===== config.mk =====
export PLATFORM = sky130hd
export DESIGN_NAME = pwm_dac
export DESIGN_NICKNAME = d
export VERILOG_FILES = /design/src/rtl/pwm_dac.sv
export SDC_FILE = /design/constraint.sdc
export NUM_CORES = 1
export LEC_CHECK = 0
export CAP_MARGIN = 0
export CORE_ASPECT_RATIO = 1.25
export CORE_MARGIN = 2
export CORE_UTILIZATION = 35
export CTS_CLUSTER_DIAMETER = 80
export DETAILED_ROUTE_END_ITERATION = 8
export PLACE_DENSITY_LB_ADDON = 0.1
export SLEW_MARGIN = 5
export SYNTH_ARGS = -nofsm -noshare
export SYNTH_HDL_FRONTEND = slang
export SYNTH_SLANG_ARGS = --single-unit

===== constraint.sdc =====
create_clock -name clk -period 2.87 [get_ports clk]
set_clock_uncertainty 0.1 [all_clocks]
set_input_delay 0.574 -clock clk [delete_from_list [all_inputs] [get_ports clk]]
set_output_delay 0.574 -clock clk [all_outputs]
set_load 0.02 [all_outputs]

===== src/rtl/pwm_dac.sv =====
// pwm_dac: turns one WIDTH-bit sample per 2^WIDTH-cycle period into a registered PWM pin.
// Define PWM_DAC_DITHER_EN to add 1-LSB LFSR dither to every duty load.
module pwm_dac #(
    parameter int WIDTH = 10
) (
    input  logic             clk,
    input  logic             rst,
    input  logic [WIDTH-1:0] sample_in,
    input  logic             sample_valid,
    output logic             sample_ready,
    output logic             pwm_out,
    output logic             period_start,
    output logic [7:0]       underrun_count
);
    typedef enum logic {IDLE, RUN} state_t;
    localparam logic [WIDTH-1:0] CNT_MAX = '1;
    state_t           state_q, state_d;
    logic [WIDTH-1:0] cnt_q, cnt_d, duty_q, duty_d, shadow_q, shadow_d, load_val;
    logic             shadow_full_q, shadow_full_d, pwm_q, pwm_d, period_start_q, period_start_d;
    logic [7:0]       underrun_q, underrun_d;
    logic             accept, boundary, load;

    assign sample_ready   = !shadow_full_q && !rst;
    assign accept         = sample_valid && sample_ready;
    assign boundary       = (state_q == RUN) && (cnt_q == CNT_MAX);
    assign pwm_out        = pwm_q;
    assign period_start   = period_start_q;
    assign underrun_count = underrun_q;

    always_comb begin
        state_d        = state_q;
        cnt_d          = cnt_q;
        shadow_d       = shadow_q;
        shadow_full_d  = shadow_full_q;
        underrun_d     = underrun_q;
        period_start_d = 1'b0;
        load           = 1'b0;
        load_val       = shadow_q;
        if (state_q == IDLE) begin
            if (accept) begin
                state_d        = RUN;
                load           = 1'b1;
                load_val       = sample_in;
                period_start_d = 1'b1;
            end
        end else begin
            cnt_d = cnt_q + WIDTH'(1);
            if (boundary) begin
                period_start_d = 1'b1;
                if (shadow_full_q) begin
                    load          = 1'b1;
                    shadow_full_d = 1'b0;
                end else if (underrun_q != 8'hFF) begin
                    underrun_d = underrun_q + 8'd1;
                end
            end
            // a boundary-cycle accept lands in the shadow and waits a full period
            if (accept) begin
                shadow_d      = sample_in;
                shadow_full_d = 1'b1;
            end
        end
    end

`ifdef PWM_DAC_DITHER_EN
    logic [15:0]      lfsr_q, lfsr_d;
    logic [WIDTH-1:0] base_q, base_d;

    // base holds the undithered sample so repeated periods re-dither from scratch
    always_comb begin
        lfsr_d = boundary ? {lfsr_q[14:0], lfsr_q[15] ^ lfsr_q[13] ^ lfsr_q[12] ^ lfsr_q[10]} : lfsr_q;
        base_d = load ? load_val : base_q;
        duty_d = (load || boundary) ? ((base_d == CNT_MAX) ? base_d : base_d + WIDTH'(lfsr_q[0])) : duty_q;
    end

    always_ff @(posedge clk) begin
        if (rst) begin
            lfsr_q <= 16'hACE1;
            base_q <= '0;
        end else begin
            lfsr_q <= lfsr_d;
            base_q <= base_d;
        end
    end
`else
    assign duty_d = load ? load_val : duty_q;
`endif

    assign pwm_d = (state_d == RUN) && (cnt_d < duty_d);

    always_ff @(posedge clk) begin
        if (rst) begin
            state_q        <= IDLE;
            cnt_q          <= '0;
            duty_q         <= '0;
            shadow_q       <= '0;
            shadow_full_q  <= 1'b0;
            pwm_q          <= 1'b0;
            period_start_q <= 1'b0;
            underrun_q     <= '0;
        end else begin
            state_q        <= state_d;
            cnt_q          <= cnt_d;
            duty_q         <= duty_d;
            shadow_q       <= shadow_d;
            shadow_full_q  <= shadow_full_d;
            pwm_q          <= pwm_d;
            period_start_q <= period_start_d;
            underrun_q     <= underrun_d;
        end
    end
endmodule

# Yosys cells after proc, flatten, opt, wreduce, memory -nomap -nowiden
# Index checks and enable logic that the tools add are counted.
# totals
out_inout_bits,11
regBits,42
word_cells,36
input_bits,13
# classes
bitwise_logic,1
eq_ne,2
n_addsub,2
n_mux,13
n_lt_le_gt_ge,1
n_reduce_logical,9
# ops
op,n
$mux W10,4
$add A10 B1 Y10 const B,1
$eq A10 B10 Y1 const B,1
$lt A10 B10 Y1,1
$mux W1,9
$add A8 B1 Y8 const B,1
$ne A8 B8 Y1 const B,1
$logic_and A1 B1 Y1,4
$reduce_and A4 Y1,1
$logic_not A1 Y1,2
$reduce_and A2 Y1,1
$reduce_bool A2 Y1,1
$not A1 Y1,1

# Depth between registers and ports, before layout
# Gate-level depths: netlist of run 1.
# depth
depth_word,8
ltp_mapped,12
ltp_nobuf,11

# Worst setup path after synthesis of run 1
# No wires, ideal clock.
# synth_timing
path_type,input -> register
start,input port rst
end,"register pwm_q, in the netlist pwm_out"
n_path_buf,2
arrival_time_ns,2.665
cell_stages,11
required_time_ns,2.701
path_slack_ns,0.037
setup_ns,0.069
path_cell_list,clkbuf_1 nor3b_2 buf_4 mux2_2 mux2i_1 ha_1 a211oi_1 o221ai_1 a211oi_1 o21ai_0 o21ai_1
# synth_via
elab_chain_cells,8
elab_cells_between_ends,11
classes_between,order compare: 1; mux: 6; reduce/logical: 4
# synth_rtl
item,line,text
start: declaration,7,"input logic rst,"
$logic_not A1 Y1,23,assign sample_ready = !shadow_full_q && !rst;
$logic_and A1 B1 Y1,23,
$logic_and A1 B1 Y1,24,assign accept = sample_valid && sample_ready;
$mux W10 / $mux W1 (equally long branches),40,if (accept) begin
$mux W10 / $mux W1 (equally long branches),39,if (state_q == IDLE) begin
$mux W10,86,assign duty_d = load ? load_val : duty_q;
$lt A10 B10 Y1,89,assign pwm_d = (state_d == RUN) && (cnt_d < duty_d);
$logic_and A1 B1 Y1,89,
end signal: assignment,107,pwm_q <= pwm_d;
end: declaration,19,"logic shadow_full_q, shadow_full_d, pwm_q, pwm_d, period_start_q, period_start_d;"
# Several ways; a longest one is shown, not always the timed one.
# A chain may end at the register's enable or synchronous reset.

# Worst setup path after layout of run 1
# layout_timing
start,input port sample_valid
end,"register pwm_q, in the netlist pwm_out"
# layout_via
elab_chain_cells,6
elab_cells_between_ends,9
classes_between,order compare: 1; mux: 6; reduce/logical: 2
# layout_rtl
item,line,text
start: declaration,9,"input logic sample_valid,"
$logic_and A1 B1 Y1 *,24,
$mux W10 / $mux W1 (equally long branches),40,
$mux W10 / $mux W1 (equally long branches),39,
$mux W10,86,
$lt A10 B10 Y1,89,
$logic_and A1 B1 Y1 *,89,
# Every way passes the cells marked *; elsewhere a longest branch is shown, timed or not.

==> impl_results.md, run 1 <==
* Die footprint at 0.006382 mm2
* WHS Path Cells at 2
* Hold WS at approximately 360 ps
* Core box area at 0.005480 mm2
* Fin crit share at a little over nine tenths
* Via count at 1566
* Die H at 88.82 um
* Wirelength per Cell at around 13 um
* Share of layout cells above drive strength 1 at 22.48%
* Iter 0 DRT Violations at 64
* Io pins at 24
* Pleak at between 1 and 1.5 nW
* CTS tree: yes
* Worst setup SP type: primary input
* I/O Buffers at 23
* R2R depth at 14
* 1st-pass router iterations at 4
* # diodes at 0
* Placed cell count at 312
* Synthesis Warnings at 0
* Critical Path Fanout Max at 4
* Max rail drop VDD at between 0.15 and 0.2 mV
* Die Wd at slightly above 70 um
* Post-route antenna net violation count at 0
* Switch share at 23.95%
* Pwr Density at between 400 and 500 mW/mm2
* Combinational share of power at around 13%
* Slew margin rel. at slightly above 70%
* Syn Nets at 245
* Fmax at 370.9 MHz
* Remaining DRCs at 0
* Seq pwr share at 53.7%
* Layout Utilization at 48.22%
* Crit path kind: primary input to register
* First-pass GRT wire length at 7.479 mm
* Number of global-route vias before repair at 1598
* Post-Syn Area per Cell at approximately 9.1 um2
* Period minus WS final at 2696 ps
* Root Buffer: clkbuf_8
* Fin cells at between 300 and 400
* Number of buffers created by CTS at 5
* Internal power at 0.8580 mW
* Min-delay worst type: register to register
* Initial antenna violation count at 0
* Post-Synthesis Cell Area at 0.002014 mm2
* Worst Path Arrival at roughly 2800 ps
* Final WL at 4.328 mm
* Setup violators final at 0
* Maxcap violations at 0
* Count of cell types in the netlist at 33
* Row cnt at 30
* Cells after synthesis at 221
* Sw Pwr at 0.2703 mW
* Endpoints failing hold at 0
* Post-DP HPWL at a little over 3 mm
* Status: complete, no violations
* Nets at 283
* Count of pins over their slew limit at 0
* #FFs+latches synth at 42
* Clock Sinks at 42
* GRT Total Usage at 15.02%
* Worst Setup End Kind: register
* Worst-path clk slew at 80 ps
* Starting density of the core at 36.76%
* Post-synthesis sequential area ratio at 41.74%
* WP data required at 2990 ps
* Max clock buf depth at 2
* Slew @ Worst Pin at approximately 430 ps
* Clock power share at 33.5%
* Largest net degree at the start of global routing at 34
* Routability Congestion at 0.7085
* Htree depth at 2
* Hold-fix buffers at CTS at 0
* Gr ovfl total at 0
* Vias/cell at 4.863
* Area Overhead vs Synth at 31.18%
* Clk Latency, worst-skew pair at 290 ps
[layout by cell type (no fill, tap or decap), types with 4 or more instances in the layout]
cell type        instances
dfxtp_1                 39
nand2_1                 31
nor2_1                  28
clkdlybuf4s50_1         21
buf_4                   14
xnor2_1                 11
and2_1                  11
a21oi_1                 11
ha_1                     9
mux2_2                   8
clkbuf_8                 6
mux2i_4                  5
mux2i_1                  5
xor2_1                   5
nand3_1                  5
nor3_1                   4
[layout make-up]
| type | count | area (um2) |
|---|---|---|
| inverters | 2 | 7.507 |
| clock buffers | 6 | 82.58 |
| flip-flops and latches | 42 | 844.6 |
| fillers | 532 | 2838 |
| multi-input cells | 168 | 1257 |
| well taps | 64 | 80.08 |
| repair buffers | 40 | 370.4 |
[per-stage QoR]
stage          total power, mW  setup TNS [ps]  setup slack, ps  cell area [um2]
2_1_floorplan           0.6886               0            36.69             2014
3_3_place_gp            0.7382          -452.5           -452.5             2370
3_5_place_dp            0.7387          -582.1           -582.1             2370
4_1_cts                  1.122               0            7.607             2497
5_1_grt                  1.184          -27.65           -27.65             2643
6_report                 1.128               0            174.0             2643
[critical path, cell delays in order]
cell	delay [ps]
dlygate4sd2_1	220
nor2b_4	150
nor3b_4	220
buf_6	140
buf_4	130
mux2_2	350
mux2i_4	150
ha_1	240
and4_1	210
a211oi_2	240
nand2_1	70
o21ai_1	100
[power groups by stage]
stage / logic, mW / registers (mW) / clock network [mW]
6_report: 0.144 / 0.605 / 0.378
5_1_grt: 0.161 / 0.607 / 0.416
4_1_cts: 0.130 / 0.604 / 0.389
3_5_place_dp: 0.122 / 0.617 / 0
3_3_place_gp: 0.121 / 0.617 / 0
2_1_floorplan: 0.0725 / 0.616 / 0
[timing repair]
| action | in CTS | in global routing |
|---|---|---|
| setup buffers | 0 | 3 |
| endpoints found under the hold margin | 0 | 0 |
| cloned | 1 | 0 |
| setup endpoints to repair | 1 | 1 |
| resized for setup | 14 | 24 |
| pin swaps | 5 | 7 |
[cell usage after synthesis]
master | instances | area [um2]
and4_1 | 1 | 8.760
nand3_1 | 5 | 25.02
dfxtp_1 | 42 | 840.8
nand2_1 | 31 | 116.4
and4_2 | 1 | 10.01
clkbuf_1 | 6 | 22.52
o21bai_1 | 1 | 7.510
inv_1 | 2 | 7.510
nor2_1 | 28 | 105.1
or2_2 | 1 | 6.260
nand3_4 | 1 | 17.52
xor2_1 | 5 | 43.79
buf_4 | 1 | 7.510
nor3_1 | 4 | 20.02
and2b_1 | 1 | 7.510
mux2_1 | 2 | 22.52
and2_1 | 11 | 68.82
nor2b_2 | 1 | 8.760
mux2i_1 | 11 | 110.1
o21ai_1 | 2 | 10.01
a21oi_1 | 13 | 65.06
and4_4 | 1 | 11.26
buf_6 | 2 | 22.52
mux2_2 | 9 | 101.4
ha_1 | 11 | 137.6
o21ai_0 | 3 | 15.01
nand4_1 | 3 | 18.77
a211oi_1 | 2 | 15.01
xnor2_1 | 11 | 96.34
and3_1 | 4 | 25.02
o221ai_1 | 1 | 8.760
nor3b_2 | 1 | 12.51
nor4_1 | 3 | 18.77
[worst paths after layout]
check	from	to	slack [ps]
worst min register to register	shadow_q[3]	shadow_q[3]	360
worst max register to register	cnt_q[0]	pwm_out	230
worst max-delay path	sample_valid	pwm_out	170
worst min-delay path	shadow_q[3]	shadow_q[3]	360
[metal layers]
layer / wire length, um / GRT usage [%]
met1: 2100 / 19.26
met2: 2053 / 25.17
met3: 101 / 3.417
met4: 74 / 4.631
met5: 0 / 0
[flip-flops by register name, indices dropped and copies added, names as in the netlist]
register        cells
underrun_count      8
shadow_full_q       1
pwm_out             1
shadow_q           10
period_start        1
cnt_q              10
state_q             1
duty_q             10
[kinds of logic (layout without fill, tap and decap cells)]
logic type	count (synthesis)	after routing	synth area share, %
and+or+nand+nor	97	97	23.85
adders and majority gates	11	11	6.832
xor gates and xnor gates	16	16	6.956
DFF	42	42	41.74
AOI/OAI and AO/OA	22	22	6.025
buffers and inverters	11	48	2.981
muxes	22	22	11.62
Note: power is estimated with default switching activity, not from simulation.
==> run 2: changes to the inputs <==
--- a/config.mk
+++ b/config.mk
@@ -5,13 +5,12 @@
 export SDC_FILE = /design/constraint.sdc
 export NUM_CORES = 1
 export LEC_CHECK = 0
-export CAP_MARGIN = 0
+export CAP_MARGIN = 20
 export CORE_ASPECT_RATIO = 1.25
 export CORE_MARGIN = 2
 export CORE_UTILIZATION = 35
 export CTS_CLUSTER_DIAMETER = 80
 export DETAILED_ROUTE_END_ITERATION = 8
-export PLACE_DENSITY_LB_ADDON = 0.1
 export SLEW_MARGIN = 5
 export SYNTH_ARGS = -nofsm -noshare
 export SYNTH_HDL_FRONTEND = slang
==> run 2 against run 1 <==
  * Non-clock buffer count is 6 lower
  * Hold slack worse by 0.52 ps
  * Register-to-register slack worse by 20 ps
  * Fmax is 0.35% higher
  * Routed wire length is 9.5% lower
  * Flip-flop and latch count stayed put
  * First-iteration DRC count is 86% higher
  * Clock power is 52% higher
  * Critical path type unchanged
==> impl_results.md, run 2 (same netlist as run 1, synthesis figures left out) <==
* Most common cell after layout, fill and taps aside: dfxtp_1
* Via count at about 1500
* Die Wd at 71.86 um
* Total power at ~1.3 mW
* Share of layout cells above drive strength 1 at 15.75%
* Number of buffers created by CTS at 5
* Htree depth at 2
* Clk Latency, worst-skew pair at 290 ps
* Most used routing layer: met2
* Die H at 88.82 um
* Wirelength per Cell at 12.31 um
* Max rail drop VDD at 0.2744 mV
* Worst setup SP type: primary input
* Fin crit share at 93.61%
* Post-DP HPWL at 2.953 mm
* RSZ-0062 raised after global routing: false
* # diodes at 0
* Clock Sinks at 42
* Die footprint at 0.006382 mm2
* Endpoints failing hold at 0
* M2 GR Usage at 22.98%
* Count of pins over their slew limit at 0
* Max stage delay cell, worst path: ha_1
* Layout Utilization at 46.42%
* Worst-path clk slew at 80 ps
* CP cell instances: dlygate4sd2_1 -> nor2b_4 -> nor3b_2 -> buf_4 -> o21bai_2 -> buf_4 -> mux2i_1 -> ha_1 -> a21oi_1 -> o21ai_1 -> a211oi_2 -> nand2_1 -> o21ai_1
* WP data required at 3000 ps
* Period minus WS final at between 2000 and 3000 ps
* Setup ws final at 183.4 ps
* Remaining DRCs at 0
* Hold WS at 357.3 ps
* Core box area at roughly 0.0055 mm2
* Io pins at 24
* Setup violators final at 0
* Pleak at between 1 and 1.5 nW
* Hold-fix buffers at CTS at 0
* Worst Setup End Kind: register
* Slew margin rel. at 69.32%
* Final WL at between 3 and 4 mm
* CP top delay family: compound AO/OA/AOI/OAI gates
* Post-route antenna net violation count at 0
* Vias/cell at 4.796
* Most used cells in the layout excluding fill and tap cells: 42 x dfxtp_1, 31 x nand2_1, 28 x nor2_1, 21 x clkdlybuf4s50_1, 13 x a21oi_1
* Met3 Use GR at 3.531%
* Initial antenna violation count at 0
* TNS Setup at 0 ps
* Routability Congestion at approximately 0.73
* Largest registers: cnt_q: 10 flops, duty_q: 10 flops, shadow_q: 10 flops
* GRT Total Usage at around 14%
* I/O Buffers at 23
* Slowest stage delay, CP at 280 ps
* Crit path kind: primary input to register
* CTS tree: yes
* Post-CTS Setup Bufs at 0
* Fmax at 372.2 MHz
* Row cnt at 30
* Status: complete, no violations
* Root Buffer: clkbuf_8
* Pwr Density at 511.8 mW/mm2
* GRT met1 Usage at ~18%
* Max clock buf depth at 2
* First-pass GRT wire length at 6.996 mm
* Worst Path Arrival at 2820 ps
* Min-delay worst type: register to register
* Pre-CTS WS at -548.4 ps
* Area Overhead vs Synth at 26.27%
* Iter 0 DRT Violations at 119
* Worst path bufs/invs at 3
* Largest net degree at the start of global routing at 34
* 1st-pass router iterations at 4
* Starting density of the core at 36.76%
* Gr ovfl total at 0
* Maxcap violations at 0
* Critical Path Fanout Max at 7
* Number of global-route vias before repair at ~1600
* Slew @ Worst Pin at 457.1 ps
* Nets at 277
[run 2: cell types whose count changed in the layout (fill, tap and decap cells not counted), sizes merged]
cell    previous run  this run
buf               17        11
bufinv             0         2
[run 2: path summary, 6_finish.rpt]
check	from	to	slack (ps)	cells past startpoint
max	sample_valid	pwm_out	180	13
min	shadow_q[4]	shadow_q[4]	360	2
max reg2reg	cnt_q[0]	pwm_out	210	12
min reg2reg	shadow_q[4]	shadow_q[4]	360	2
[run 2: layout make-up]
cell class	instances	area (um2)
clock buffers	6	82.58
clock inverters	2	60.06
fillers	532	2937
inverters	2	7.507
multi-input cells	168	1146
flip-flops and latches	42	840.8
well taps	64	80.08
repair buffers	34	326.6
[run 2: through the flow]
stage	cell area, um2	cells
floorplan	2014	221
global placement	2367	310
detailed placement	2367	310
CTS	2537	318
global route	2544	318
finish	2544	318
[run 2: where the power goes]
part | leakage, nW | internal (mW) | total [mW] | switching (mW)
logic | 0.645 | 0.0650 | 0.125 | 0.0599
registers | 0.340 | 0.595 | 0.603 | 0.00799
clock network | 0.0714 | 0.371 | 0.574 | 0.203
[run 2: routing by layer]
layer | vias to the layer above | wire length [um] | part of all wire [%]
met2 | 16 | 1803 | 46
met1 | 690 | 1920 | 49
met3 | 6 | 107 | 2.7
met4 | 0 | 84 | 2.1
li1 | 813 | - | -
met5 | - | 0 | 0
[run 2: what timing repair did]
| item | in CTS | in global routing |
|---|---|---|
| gates resized for setup | 10 | 2 |
| setup endpoints to repair | 1 | 1 |
| endpoints found under the hold margin | 0 | 0 |
| gates cloned | 0 | 0 |
| pin swaps | 8 | 3 |
[run 2: worst reg2reg max path, cell delays in order (launching register included)]
cell and delay (ps):
dfxtp_1 340, ha_1 230, and4_4 200, and3_1 200
o21bai_2 170, buf_4 220, mux2i_1 260, ha_1 280
a21oi_1 130, o21ai_1 90, a211oi_2 210, nand2_1 70
o21ai_1 120
==> run 3: changes to the inputs <==
--- a/config.mk
+++ b/config.mk
@@ -6,11 +6,15 @@
 export NUM_CORES = 1
 export LEC_CHECK = 0
 export CAP_MARGIN = 20
+export CELL_PAD_IN_SITES_DETAIL_PLACEMENT = 2
+export CELL_PAD_IN_SITES_GLOBAL_PLACEMENT = 2
 export CORE_ASPECT_RATIO = 1.25
 export CORE_MARGIN = 2
-export CORE_UTILIZATION = 35
+export CORE_UTILIZATION = 31
 export CTS_CLUSTER_DIAMETER = 80
 export DETAILED_ROUTE_END_ITERATION = 8
+export MAX_ROUTING_LAYER = met4
+export PLACE_DENSITY_LB_ADDON = 0.1
 export SLEW_MARGIN = 5
 export SYNTH_ARGS = -nofsm -noshare
 export SYNTH_HDL_FRONTEND = slang
==> run 3 against run 2 <==
  * Total power decreased by 5.1%
  * Sequential power about the same
  * Combinational power grew 26%
==> impl_results.md, run 3 (same netlist as run 1, synthesis figures left out) <==
* Critical Path Fanout Max at 7
* Max rail drop VDD at 0.1918 mV
* First-pass GRT wire length at 9.591 mm
* Core box area at about 0.0062 mm2
* # diodes at 0
* Initial antenna violation count at 0
* TNS Setup at 0 ps
* Number of buffers created by CTS at 5
* CP cell instances: ha_2 -> and4_4 -> and3_4 -> o21bai_1 -> buf_4 -> buf_4 -> mux2i_4 -> ha_1 -> a211oi_2 -> o221ai_2 -> a211oi_2 -> nand2_1 -> o21ai_1
* Post-DP HPWL at 3.873 mm
* GRT Total Usage at between 10% and 20%
* Crit path kind: register to register
* CP top delay family: compound AO/OA/AOI/OAI gates
* Clk Latency, worst-skew pair at about 300 ps
* Multi-input gate area at 0.001219 mm2
* Remaining DRCs at 0
* Fin crit share at 95.90%
* Starting density of the core at 32.25%
* 1st-pass router iterations at 4
* Post-route antenna net violation count at 0
* Die Wd at 76.10 um
* Max stage delay cell, worst path: dfxtp_2
* Min-delay worst type: register to register
* Die H at 94.13 um
* Combinational share of power at 12.7%
* Worst setup SP type: register
* Hold-fix buffers at CTS at 0
* Io pins at 24
* Iter 0 DRT Violations at 41
* Clock Sinks at between 40 and 50
* Setup violators final at 0
* Area Overhead vs Synth at 37.33%
* Largest registers: cnt_q: 10 flops, duty_q: 10 flops, shadow_q: 10 flops
* Worst-path clk slew at 90 ps
* Routability Congestion at 0.7293
* Row cnt at 32
* Pwr Density at 446.4 mW/mm2
* Root Buffer: clkbuf_8
* Endpoints failing hold at 0
* Max clock buf depth at 2
* Seq pwr share at 49.1%
* Period minus WS final at approximately 2800 ps
* CTS tree: yes
* Internal power at 0.9349 mW
* Pleak at 1.116 nW
* Sw Pwr at 0.3001 mW
* Number of global-route vias before repair at 1869
* Final WL at 6.074 mm
* Fmax at around 360 MHz
* Status: complete, no violations
* Slew margin rel. at 66.23%
* Clock power share at 38.2%
* RSZ-0062 raised after global routing: false
* Most common cell after layout, fill and taps aside: dfxtp_1
* Vias/cell at 4.822
* Nets at 298
* Register Area at 844.6 um2
* Count of pins over their slew limit at 0
* Via count at 1736
* Slew @ Worst Pin at 503.1 ps
* I/O Buffers at 23
* Wirelength per Cell at 16.87 um
* Layout Utilization at 44.29%
* Worst path bufs/invs at 2
* Htree depth at 2
* Die footprint at 0.007163 mm2
* Largest net degree at the start of global routing at 34
* Slowest stage delay, CP at 350 ps
* Fillers at approximately 710
* Share of layout cells above drive strength 1 at 26.91%
* Switch share at between 20% and 30%
* Maxcap violations at 0
* Worst Path Arrival at 2880 ps
* Most used cells in the layout excluding fill and tap cells: 39 x dfxtp_1, 31 x nand2_1, 30 x buf_4, 28 x nor2_1, 21 x clkdlybuf4s50_1
* WP data required at 3000 ps
* Worst Setup End Kind: register
* Gr ovfl total at 0
==> run 3: cell types whose count changed in the layout (fill, tap and decap cells not counted), moves of 2 or more <==
cell	delta
buf_4	+20
dfxtp_1	-3
a21oi_2	+2
a21oi_1	-2
clkinv_2	+2
dfxtp_2	+3
mux2i_4	+3
ha_1	-2
mux2i_1	-3
==> run 3: layer usage <==
metal / GRT usage, % / vias to the layer above / routed length (um) / share of wire, %
met5: - / - / 0 / 0
met4: 4.091 / 0 / 68 / 1.1
met3: 3.365 / 4 / 100 / 1.6
met2: 32.29 / 17 / 3285 / 54
met1: 20.21 / 860 / 2620 / 43
li1: - / 855 / - / -
==> run 3: layout make-up <==
type	count	share of cell area, %
Clock buffer	5	2.488
Multi-Input combinational cell	168	44.05
Tap cell	85	3.844
Inverter	2	0.2714
Timing Repair Buffer	55	17.37
Sequential cell	42	30.53
Clock inverter	3	1.447
==> run 3: worst reg2reg max path, stage by stage, from the launching register on <==
cell and delay [ps]:
dfxtp_2 350, ha_2 190, and4_4 260, and3_4 200, o21bai_1 60, buf_4 170
buf_4 150, mux2i_4 190, ha_1 240, a211oi_2 250, o221ai_2 150, a211oi_2 200
nand2_1 80, o21ai_1 110
==> run 3: what timing repair did <==
item                       4_1_cts  5_1_grt
hold endpoints to repair         0        0
pin swaps                        8        5
resized for setup               13       18
setup endpoints to repair        1        1
buffers inserted                11        4
==> run 3: stage by stage <==
| step | cell area (um2) | cells | worst slack [ps] | hold slack [ps] | total power [mW] |
|---|---|---|---|---|---|
| after floorplan | 2014 | 221 | 36.69 | 332.2 | 0.6886 |
| after global placement | 2439 | 337 | -484.5 | 340.5 | 0.7481 |
| after detailed placement | 2439 | 337 | -596.3 | 351.3 | 0.7507 |
| after CTS | 2660 | 356 | 38.33 | 364.6 | 1.241 |
| after global routing | 2766 | 360 | 4.089 | 402.0 | 1.296 |
| final | 2766 | 360 | 117.7 | 357.0 | 1.235 |
==> run 3: power groups by stage <==
stage	logic, mW	registers [mW]	clock network, mW
final	0.157	0.606	0.472
after floorplan	0.0725	0.616	0
after global placement	0.131	0.617	0
after detailed placement	0.133	0.617	0
after global routing	0.173	0.608	0.514
after CTS	0.146	0.605	0.490
==> run 3: path summary, 6_finish.rpt <==
kind / from / to / slack (ps) / depth (start not counted)
setup reg to reg: cnt_q[0] / pwm_out / 120 / 13
hold reg to reg: shadow_q[1] / shadow_q[1] / 360 / 2
setup / recovery: cnt_q[0] / pwm_out / 120 / 13
hold / removal: shadow_q[1] / shadow_q[1] / 360 / 2
